`src/rtl/uart_pkg.sv`:
```
// Shared UART types and helpers: frame configuration enums, TX FSM states,
// baud divisor and data-length decoding.
package uart_pkg;

  typedef enum logic [1:0] {
    PAR_NONE    = 2'b00,
    PAR_ODD     = 2'b01,
    PAR_EVEN    = 2'b10,
    PAR_ODD_OUT = 2'b11
  } parity_e;

  typedef enum logic [1:0] {
    BAUD_2400  = 2'b00,
    BAUD_4800  = 2'b01,
    BAUD_9600  = 2'b10,
    BAUD_19200 = 2'b11
  } baud_e;

  typedef enum logic [2:0] {
    ST_IDLE,
    ST_START,
    ST_DATA,
    ST_PARITY,
    ST_STOP1,
    ST_STOP2
  } tx_state_e;

  localparam int unsigned BAUD_CNT_W = 15;

  // Rounded clocks-per-bit for the selected rate.
  function automatic int unsigned baud_div(input int unsigned clk_hz, input baud_e b);
    int unsigned rate;
    rate = 32'd2400 << b;
    return (clk_hz + rate / 2) / rate;
  endfunction

  function automatic logic [3:0] len_of(input logic [1:0] data_length);
    return 4'd5 + {2'b00, data_length};
  endfunction

endpackage

```
`src/rtl/uart_tx_frame_if.sv`:
```
// Host-side valid/ready handshake and per-word frame configuration for the
// UART transmitter.
interface uart_tx_frame_if #(
  parameter int DATA_W = 8
);
  import uart_pkg::*;

  logic              send;
  logic              ready;
  logic [DATA_W-1:0] data_in;
  baud_e             baud_rate;
  parity_e           parity_type;
  logic              stop_bits;
  logic [1:0]        data_length;

  modport master (
    output send, data_in, baud_rate, parity_type, stop_bits, data_length,
    input  ready
  );

  modport slave (
    input  send, data_in, baud_rate, parity_type, stop_bits, data_length,
    output ready
  );

endinterface

```
`src/rtl/uart_baud_tick.sv`:
```
// Bit-period counter: tick marks the last cycle of each div-cycle bit; clear
// restarts the period so the next cycle is count 0.
module uart_baud_tick
  import uart_pkg::*;
(
  input  logic                  clock,
  input  logic                  rst_n,
  input  logic                  clear,
  input  logic [BAUD_CNT_W-1:0] div,
  output logic                  tick
);

  logic [BAUD_CNT_W-1:0] cnt_q, cnt_d;

  assign tick = (cnt_q == div - 1'b1);

  always_comb begin
    cnt_d = cnt_q + 1'b1;
    if (clear || tick) cnt_d = '0;
  end

  always_ff @(posedge clock or negedge rst_n) begin
    if (!rst_n) cnt_q <= '0;
    else        cnt_q <= cnt_d;
  end

endmodule

```
`src/rtl/uart_tx_frame.sv`:
```
// Buffered UART transmitter: one-deep holding register feeding a single
// shift/FSM engine that serialises start, 5-8 data bits, parity and stop bits.
module uart_tx_frame
  import uart_pkg::*;
#(
  parameter int CLK_HZ = 50_000_000,
  parameter int DATA_W = 8
) (
  input  logic             clock,
  input  logic             rst_n,
  uart_tx_frame_if.slave   host,
  output logic             data_out,
  output logic             p_parity_out,
  output logic             tx_active,
  output logic             tx_done
);

  localparam int unsigned DIV_2400  = baud_div(CLK_HZ, BAUD_2400);
  localparam int unsigned DIV_4800  = baud_div(CLK_HZ, BAUD_4800);
  localparam int unsigned DIV_9600  = baud_div(CLK_HZ, BAUD_9600);
  localparam int unsigned DIV_19200 = baud_div(CLK_HZ, BAUD_19200);

  if (DIV_2400 >= (1 << BAUD_CNT_W) || DIV_19200 < 1) begin : g_bad_div
    $error("uart_tx_frame: baud divisor does not fit the 15-bit counter");
  end
  if (DATA_W < 8) begin : g_bad_width
    $error("uart_tx_frame: DATA_W must be at least 8");
  end

  function automatic logic [BAUD_CNT_W-1:0] div_sel(input baud_e b);
    logic [BAUD_CNT_W-1:0] r;
    case (b)
      BAUD_2400:  r = BAUD_CNT_W'(DIV_2400);
      BAUD_4800:  r = BAUD_CNT_W'(DIV_4800);
      BAUD_9600:  r = BAUD_CNT_W'(DIV_9600);
      default:    r = BAUD_CNT_W'(DIV_19200);
    endcase
    return r;
  endfunction

  function automatic logic [7:0] len_mask(input logic [1:0] dl);
    return 8'hFF >> (4'd8 - len_of(dl));
  endfunction

  logic                  ready_q, ready_d;
  logic [7:0]            hold_data_q, hold_data_d;
  baud_e                 hold_baud_q, hold_baud_d;
  parity_e               hold_par_q, hold_par_d;
  logic                  hold_stop2_q, hold_stop2_d;
  logic [1:0]            hold_len_q, hold_len_d;

  tx_state_e             state_q, state_d;
  logic [7:0]            shift_q, shift_d;
  logic [2:0]            len_m1_q, len_m1_d;
  parity_e               par_mode_q, par_mode_d;
  logic                  stop2_q, stop2_d;
  logic [BAUD_CNT_W-1:0] div_q, div_d;
  logic [2:0]            bit_cnt_q, bit_cnt_d;
  logic                  par_bit_q, par_bit_d;

  logic                  data_out_q, data_out_d;
  logic                  p_parity_out_q, p_parity_out_d;
  logic                  tx_active_q, tx_active_d;
  logic                  tx_done_q, tx_done_d;

  logic                  accept, load, tick;

  uart_baud_tick u_tick (
    .clock (clock),
    .rst_n (rst_n),
    .clear (load),
    .div   (div_q),
    .tick  (tick)
  );

  always_comb begin
    ready_d        = ready_q;
    hold_data_d    = hold_data_q;
    hold_baud_d    = hold_baud_q;
    hold_par_d     = hold_par_q;
    hold_stop2_d   = hold_stop2_q;
    hold_len_d     = hold_len_q;
    state_d        = state_q;
    shift_d        = shift_q;
    len_m1_d       = len_m1_q;
    par_mode_d     = par_mode_q;
    stop2_d        = stop2_q;
    div_d          = div_q;
    bit_cnt_d      = bit_cnt_q;
    par_bit_d      = par_bit_q;
    p_parity_out_d = p_parity_out_q;
    tx_done_d      = 1'b0;
    load           = 1'b0;

    accept = host.send && ready_q;
    if (accept) begin
      ready_d      = 1'b0;
      hold_data_d  = host.data_in[7:0] & len_mask(host.data_length);
      hold_baud_d  = host.baud_rate;
      hold_par_d   = host.parity_type;
      hold_stop2_d = host.stop_bits;
      hold_len_d   = host.data_length;
    end

    case (state_q)
      ST_IDLE: if (!ready_q) load = 1'b1;
      ST_START: if (tick) begin
        state_d   = ST_DATA;
        bit_cnt_d = '0;
      end
      ST_DATA: if (tick) begin
        shift_d = shift_q >> 1;
        if (bit_cnt_q == len_m1_q)
          state_d = (par_mode_q == PAR_ODD || par_mode_q == PAR_EVEN) ? ST_PARITY : ST_STOP1;
        else
          bit_cnt_d = bit_cnt_q + 1'b1;
      end
      ST_PARITY: if (tick) state_d = ST_STOP1;
      ST_STOP1: if (tick) begin
        if (stop2_q) state_d = ST_STOP2;
        else begin
          state_d   = ST_IDLE;
          tx_done_d = 1'b1;
          load      = !ready_q;
        end
      end
      ST_STOP2: if (tick) begin
        state_d   = ST_IDLE;
        tx_done_d = 1'b1;
        load      = !ready_q;
      end
      default: state_d = ST_IDLE;
    endcase

    // A held word replaces IDLE as the next state, giving a gap-free START.
    if (load) begin
      state_d        = ST_START;
      ready_d        = 1'b1;
      shift_d        = hold_data_q;
      len_m1_d       = 3'(len_of(hold_len_q) - 4'd1);
      par_mode_d     = hold_par_q;
      stop2_d        = hold_stop2_q;
      div_d          = div_sel(hold_baud_q);
      par_bit_d      = (hold_par_q == PAR_EVEN) ? ^hold_data_q : ~^hold_data_q;
      p_parity_out_d = (hold_par_q == PAR_ODD_OUT) && (~^hold_data_q);
    end

    case (state_d)
      ST_START:  data_out_d = 1'b0;
      ST_DATA:   data_out_d = shift_d[0];
      ST_PARITY: data_out_d = par_bit_q;
      default:   data_out_d = 1'b1;
    endcase
    tx_active_d = (state_d != ST_IDLE);
  end

  always_ff @(posedge clock or negedge rst_n) begin
    if (!rst_n) begin
      ready_q        <= 1'b1;
      hold_data_q    <= '0;
      hold_baud_q    <= BAUD_2400;
      hold_par_q     <= PAR_NONE;
      hold_stop2_q   <= 1'b0;
      hold_len_q     <= '0;
      state_q        <= ST_IDLE;
      shift_q        <= '0;
      len_m1_q       <= '0;
      par_mode_q     <= PAR_NONE;
      stop2_q        <= 1'b0;
      div_q          <= '0;
      bit_cnt_q      <= '0;
      par_bit_q      <= 1'b0;
      data_out_q     <= 1'b1;
      p_parity_out_q <= 1'b0;
      tx_active_q    <= 1'b0;
      tx_done_q      <= 1'b0;
    end else begin
      ready_q        <= ready_d;
      hold_data_q    <= hold_data_d;
      hold_baud_q    <= hold_baud_d;
      hold_par_q     <= hold_par_d;
      hold_stop2_q   <= hold_stop2_d;
      hold_len_q     <= hold_len_d;
      state_q        <= state_d;
      shift_q        <= shift_d;
      len_m1_q       <= len_m1_d;
      par_mode_q     <= par_mode_d;
      stop2_q        <= stop2_d;
      div_q          <= div_d;
      bit_cnt_q      <= bit_cnt_d;
      par_bit_q      <= par_bit_d;
      data_out_q     <= data_out_d;
      p_parity_out_q <= p_parity_out_d;
      tx_active_q    <= tx_active_d;
      tx_done_q      <= tx_done_d;
    end
  end

  assign host.ready   = ready_q;
  assign data_out     = data_out_q;
  assign p_parity_out = p_parity_out_q;
  assign tx_active    = tx_active_q;
  assign tx_done      = tx_done_q;

endmodule

```
`src/flat_wrapper.sv`:
```
// flat-port wrapper written by rule: the top's interface ports become plain ports
module uart_tx_frame_flat import uart_pkg::*;
#(
  parameter int CLK_HZ = 50_000_000,
  parameter int DATA_W = 8
)
  (clock, rst_n, data_out, p_parity_out, tx_active, tx_done, host_send, host_data_in, host_baud_rate, host_parity_type, host_stop_bits, host_data_length, host_ready);
  uart_tx_frame_if #(.DATA_W(DATA_W)) host_i ();
  input  logic clock;
  input  logic rst_n;
  output logic data_out;
  output logic p_parity_out;
  output logic tx_active;
  output logic tx_done;
  input wire logic [$bits(host_i.send)-1:0] host_send;
  input wire logic [$bits(host_i.data_in)-1:0] host_data_in;
  input wire logic [$bits(host_i.baud_rate)-1:0] host_baud_rate;
  input wire logic [$bits(host_i.parity_type)-1:0] host_parity_type;
  input wire logic [$bits(host_i.stop_bits)-1:0] host_stop_bits;
  input wire logic [$bits(host_i.data_length)-1:0] host_data_length;
  output wire logic [$bits(host_i.ready)-1:0] host_ready;
  assign host_i.send = host_send;
  assign host_i.data_in = host_data_in;
  assign host_i.baud_rate = host_baud_rate;
  assign host_i.parity_type = host_parity_type;
  assign host_i.stop_bits = host_stop_bits;
  assign host_i.data_length = host_data_length;
  assign host_ready = host_i.ready;
  uart_tx_frame #(.CLK_HZ(CLK_HZ), .DATA_W(DATA_W)) u_core (.clock(clock), .rst_n(rst_n), .host(host_i), .data_out(data_out), .p_parity_out(p_parity_out), .tx_active(tx_active), .tx_done(tx_done));
endmodule
```
`config.mk`:
```
export PLATFORM = sky130hd
export DESIGN_NAME = uart_tx_frame_flat
export DESIGN_NICKNAME = d
export VERILOG_FILES = /design/src/rtl/uart_pkg.sv /design/src/rtl/uart_tx_frame_if.sv /design/src/rtl/uart_baud_tick.sv /design/src/rtl/uart_tx_frame.sv /design/src/flat_wrapper.sv
export SDC_FILE = /design/constraint.sdc
export NUM_CORES = 1
export LEC_CHECK = 0
export CELL_PAD_IN_SITES_DETAIL_PLACEMENT = 1
export CELL_PAD_IN_SITES_GLOBAL_PLACEMENT = 2
export CORE_MARGIN = 8
export CORE_UTILIZATION = 39
export DETAILED_ROUTE_END_ITERATION = 7
export PLACE_DENSITY_LB_ADDON = 0.1
export SLEW_MARGIN = 20
export SYNTH_ARGS = -nofsm -noshare
export SYNTH_HDL_FRONTEND = slang
export SYNTH_SLANG_ARGS = --single-unit
```
`constraint.sdc`:
```
create_clock -name clock -period 4.9 [get_ports clock]
set_input_delay 0.98 -clock clock [delete_from_list [all_inputs] [get_ports clock]]
set_output_delay 0.98 -clock clock [all_outputs]
set_load 0.02 [all_outputs]
```
==> impl_metrics.toml <==
[outcome]
status = "completed"

[global_routing]
grt_usage_pct = 13.65
grt_pass1_wl_microns = 13810
grt_antenna_before_repair = 0
grt_max_degree = 40
grt_pass1_vias = 2700
grt_overflow = 0

[drt]
drt_iter0_markers = 110
wl_met3_microns = 285
drc_errors = 0
via_count = 2531
viasPerCell = 5.362
routed_wl_microns = 8090
top_layer = "met4"
wl_per_cell_microns = 17.14
wl_met1_microns = 4162
final_antenna_net_count = 0
dr_wl_met2_microns = 3518
drt_pass1_iterations = 5

[run]
maxCapViolCount = 0

[timing]
finalHoldViolCount = 0
rsz0062_at_grt = "false"
finalCriticalPeriod_ps = 3704
timing.final.crit_share_pct = 75.59
slew_violations = 0
setup_viol = 0
whs_ps = 483.7
fin_tns_setup_ps = 0
skew_ps = 10.46
fmax_ghz = 0.2700
tightest_slew_ps = 736.7
slew_headroom_pct = 50.43

[finish]
drive_gt1_share_pct = 10.99
area_growth_pct = 16.13
final_common_cell = "dfrtp_1"
final_cell_mix = "dfrtp_1, nor2_1, xnor2_1, clkdlybuf4s50_1, xor2_1"
design_area_sq_mm = 0.004063
multiInputGateArea_sq_mm = 0.001772
fillers = 972
fin_nets = 385
antenna_cells = 0
seq_area_sq_mm = 0.001654

[clock_tree]
root_buffer = "clkbuf_8"
postCtsHoldBufs = 0
post_cts_buffers = 0
cts_tree = "built"
path_clk_slew_ps = 70
cts_resized = 0
cts.sinks = 66
cts_buffers = 9
clk_latency_ps = 340
ctsHtreeMaxLevel = 3
cts_buffer_depth = 2

[worst_setup_path]
worstPathCellList = "or4_1 -> or4_1 -> a2111o_1 -> a211oi_2 -> buf_4 -> nand2_2 -> mux2_2 -> or3_4 -> or3_1"
arrival_ps = 3920
path_delay_family = "simple AND/OR/NAND/NOR gates"
path_class = "flip-flop to flip-flop"
start_kind = "flip-flop"
crit_path_max_incr_delay_ps = 660
required_ps = 5120
path_common_cell = "or4_1"
crit_buf_inv = 1
cp-end-kind = "flip-flop"
cp_slowest_cell = "or4_1"
critical_path.max_fanout = 11

[floorplan]
dieHeight_microns = 110.7
io_pins = 23
die-width_microns = 110.7
core_sq_mm = 0.008721
die_area_sq_mm = 0.01226
rows = 34
start_util_pct = 40.11

[logic_synthesis]
seq_area_frac_synth_pct = 47.28
synth_edf_count = 0
synthArstFlopShare_pct = 100.0
ys_types = 53
synthTopCellsByArea = "dfrtp_1, xnor2_1, xor2_1, mux2_2, nor2_1"
synth_area_sq_mm = 0.003498
yosys_warnings = 0
syn-num-nets = 359
synth.avg_cell_area_sq_um = 10.51
netlist.area_leader.share_pct = 45.78
synth-seq-cells = 66
synthCells = 333
synth-main-ff-cell = "dfrtp_1"
yosysTopAreaCell = "dfrtp_1"

[pwr]
pwr-share-seq_pct = 43.6
powerDensity_mw_per_mm2 = 407.7
p_leak_nw = 1.793
p_comb_share_pct = 23.0
p_switching_w = 0.0005067
p_int_w = 0.001150
p_sw_share_pct = 30.59
clkPwrFrac_pct = 33.4
ir_worst_vdd_mv = 0.1447

[min_path]
hold_path.class = "flip-flop to flip-flop"

[place]
place_hpwl_microns = 5937
place_congestion = 0.7751
port_buffers = 22
placedInstanceArea_sq_mm = 0.003829
-- area by class of cell --
cell class                      instances  area share [%]
Multi-Input combinational cell        249           43.61
Sequential cell                        66           40.71
Timing Repair Buffer                   25           5.852
Tap cell                              108           3.326
Clock buffer                           11           3.234
Clock inverter                          5           2.525
Inverter                                8          0.7391
-- per-layer routing --
layer  vias to the layer above  GRT usage (%)
met5                         -              0
met4                         0          5.405
met3                        10          2.922
met2                        40          20.15
met1                      1244          18.86
li1                       1237              -
-- cell usage after synthesis (all sizes together), types with 2 or more instances --
| library cell | count |
|---|---|
| or3 | 2 |
| o21a | 2 |
| nor3 | 5 |
| and2 | 2 |
| nand3 | 16 |
| a22o | 6 |
| a21boi | 3 |
| or4 | 5 |
| nor2 | 33 |
| clkbuf | 5 |
| mux2 | 23 |
| a2111oi | 2 |
| inv | 8 |
| nand2 | 20 |
| nor3b | 3 |
| xnor2 | 21 |
| ha | 8 |
| dfstp | 2 |
| nand4 | 3 |
| dfrtp | 64 |
| nor2b | 6 |
| a21oi | 6 |
| nand2b | 4 |
| a21o | 7 |
| a311oi | 2 |
| o2111ai | 2 |
| buf | 5 |
| a31oi | 2 |
| mux2i | 3 |
| nor4 | 4 |
| o21ai | 17 |
| and3 | 7 |
| o211ai | 3 |
| xor2 | 20 |
-- kinds of logic (layout without fill, tap and decap cells) --
logic type	Yosys count	count (layout)	share of synthesized area [%]
AO/OA/AOI/OAI	60	60	12.55
multiplexers	26	26	8.262
flip-flops	66	66	47.28
XOR/XNOR	41	41	10.26
AND/OR/NAND/NOR	114	114	16.60
buffers and inverters	18	49	2.182
adder cells (fa/ha/maj)	8	8	2.861
-- sequential cells by signal (all words and copies together), names as in the netlist --
signal / count
u_core.p_parity_out: 1
u_core.div_q: 10
u_core.tx_done: 1
u_core.hold_data_q: 8
u_core.tx_active: 1
u_core.hold_par_q: 2
u_core.data_out: 1
u_core.host.ready: 1
u_core.u_tick.cnt_q: 15
u_core.par_mode_q: 2
u_core.par_bit_q: 1
u_core.hold_len_q: 2
u_core.hold_stop2_q: 1
u_core.shift_q: 8
u_core.stop2_q: 1
u_core.len_m1_q: 3
u_core.bit_cnt_q: 3
u_core.state_q: 3
u_core.hold_baud_q: 2
-- path summary, 6_finish.rpt --
kind / startpoint / endpoint / slack (ps) / cells past startpoint
max: u_core.div_q[3] / u_core.tx_active / 1200 / 9
min: u_core.shift_q[1] / u_core.shift_q[1] / 480 / 1
max reg2reg: u_core.div_q[3] / u_core.tx_active / 1200 / 9
min reg2reg: u_core.shift_q[1] / u_core.shift_q[1] / 480 / 1
max in group asynchronous: rst_n / u_core.data_out / 3260 / 2
min in group asynchronous: rst_n / u_core.u_tick.cnt_q[0] / 660 / 1
-- power by group through the flow --
stage	sequential, W	combinational, W	clock [W]
after global routing	0.000735	0.000429	0.000584
after floorplan	0.000698	0.000299	0
after detailed placement	0.000734	0.000382	0
after CTS	0.000724	0.000386	0.000568
after global placement	0.000731	0.000375	0
final	0.000722	0.000381	0.000553
-- per-stage QoR --
stage / setup WS (ps) / utilization [%] / std cells / total power (W)
2_1_floorplan: 1440 / - / 333 / 0.0009967
3_3_place_gp: 1251 / 43.90 / 456 / 0.001106
3_5_place_dp: 1203 / 43.90 / 456 / 0.001116
4_1_cts: 1180 / 46.59 / 472 / 0.001678
5_1_grt: 1011 / 46.59 / 472 / 0.001748
6_report: 1196 / 46.59 / 472 / 0.001656
(Power assumes the default switching activity.)
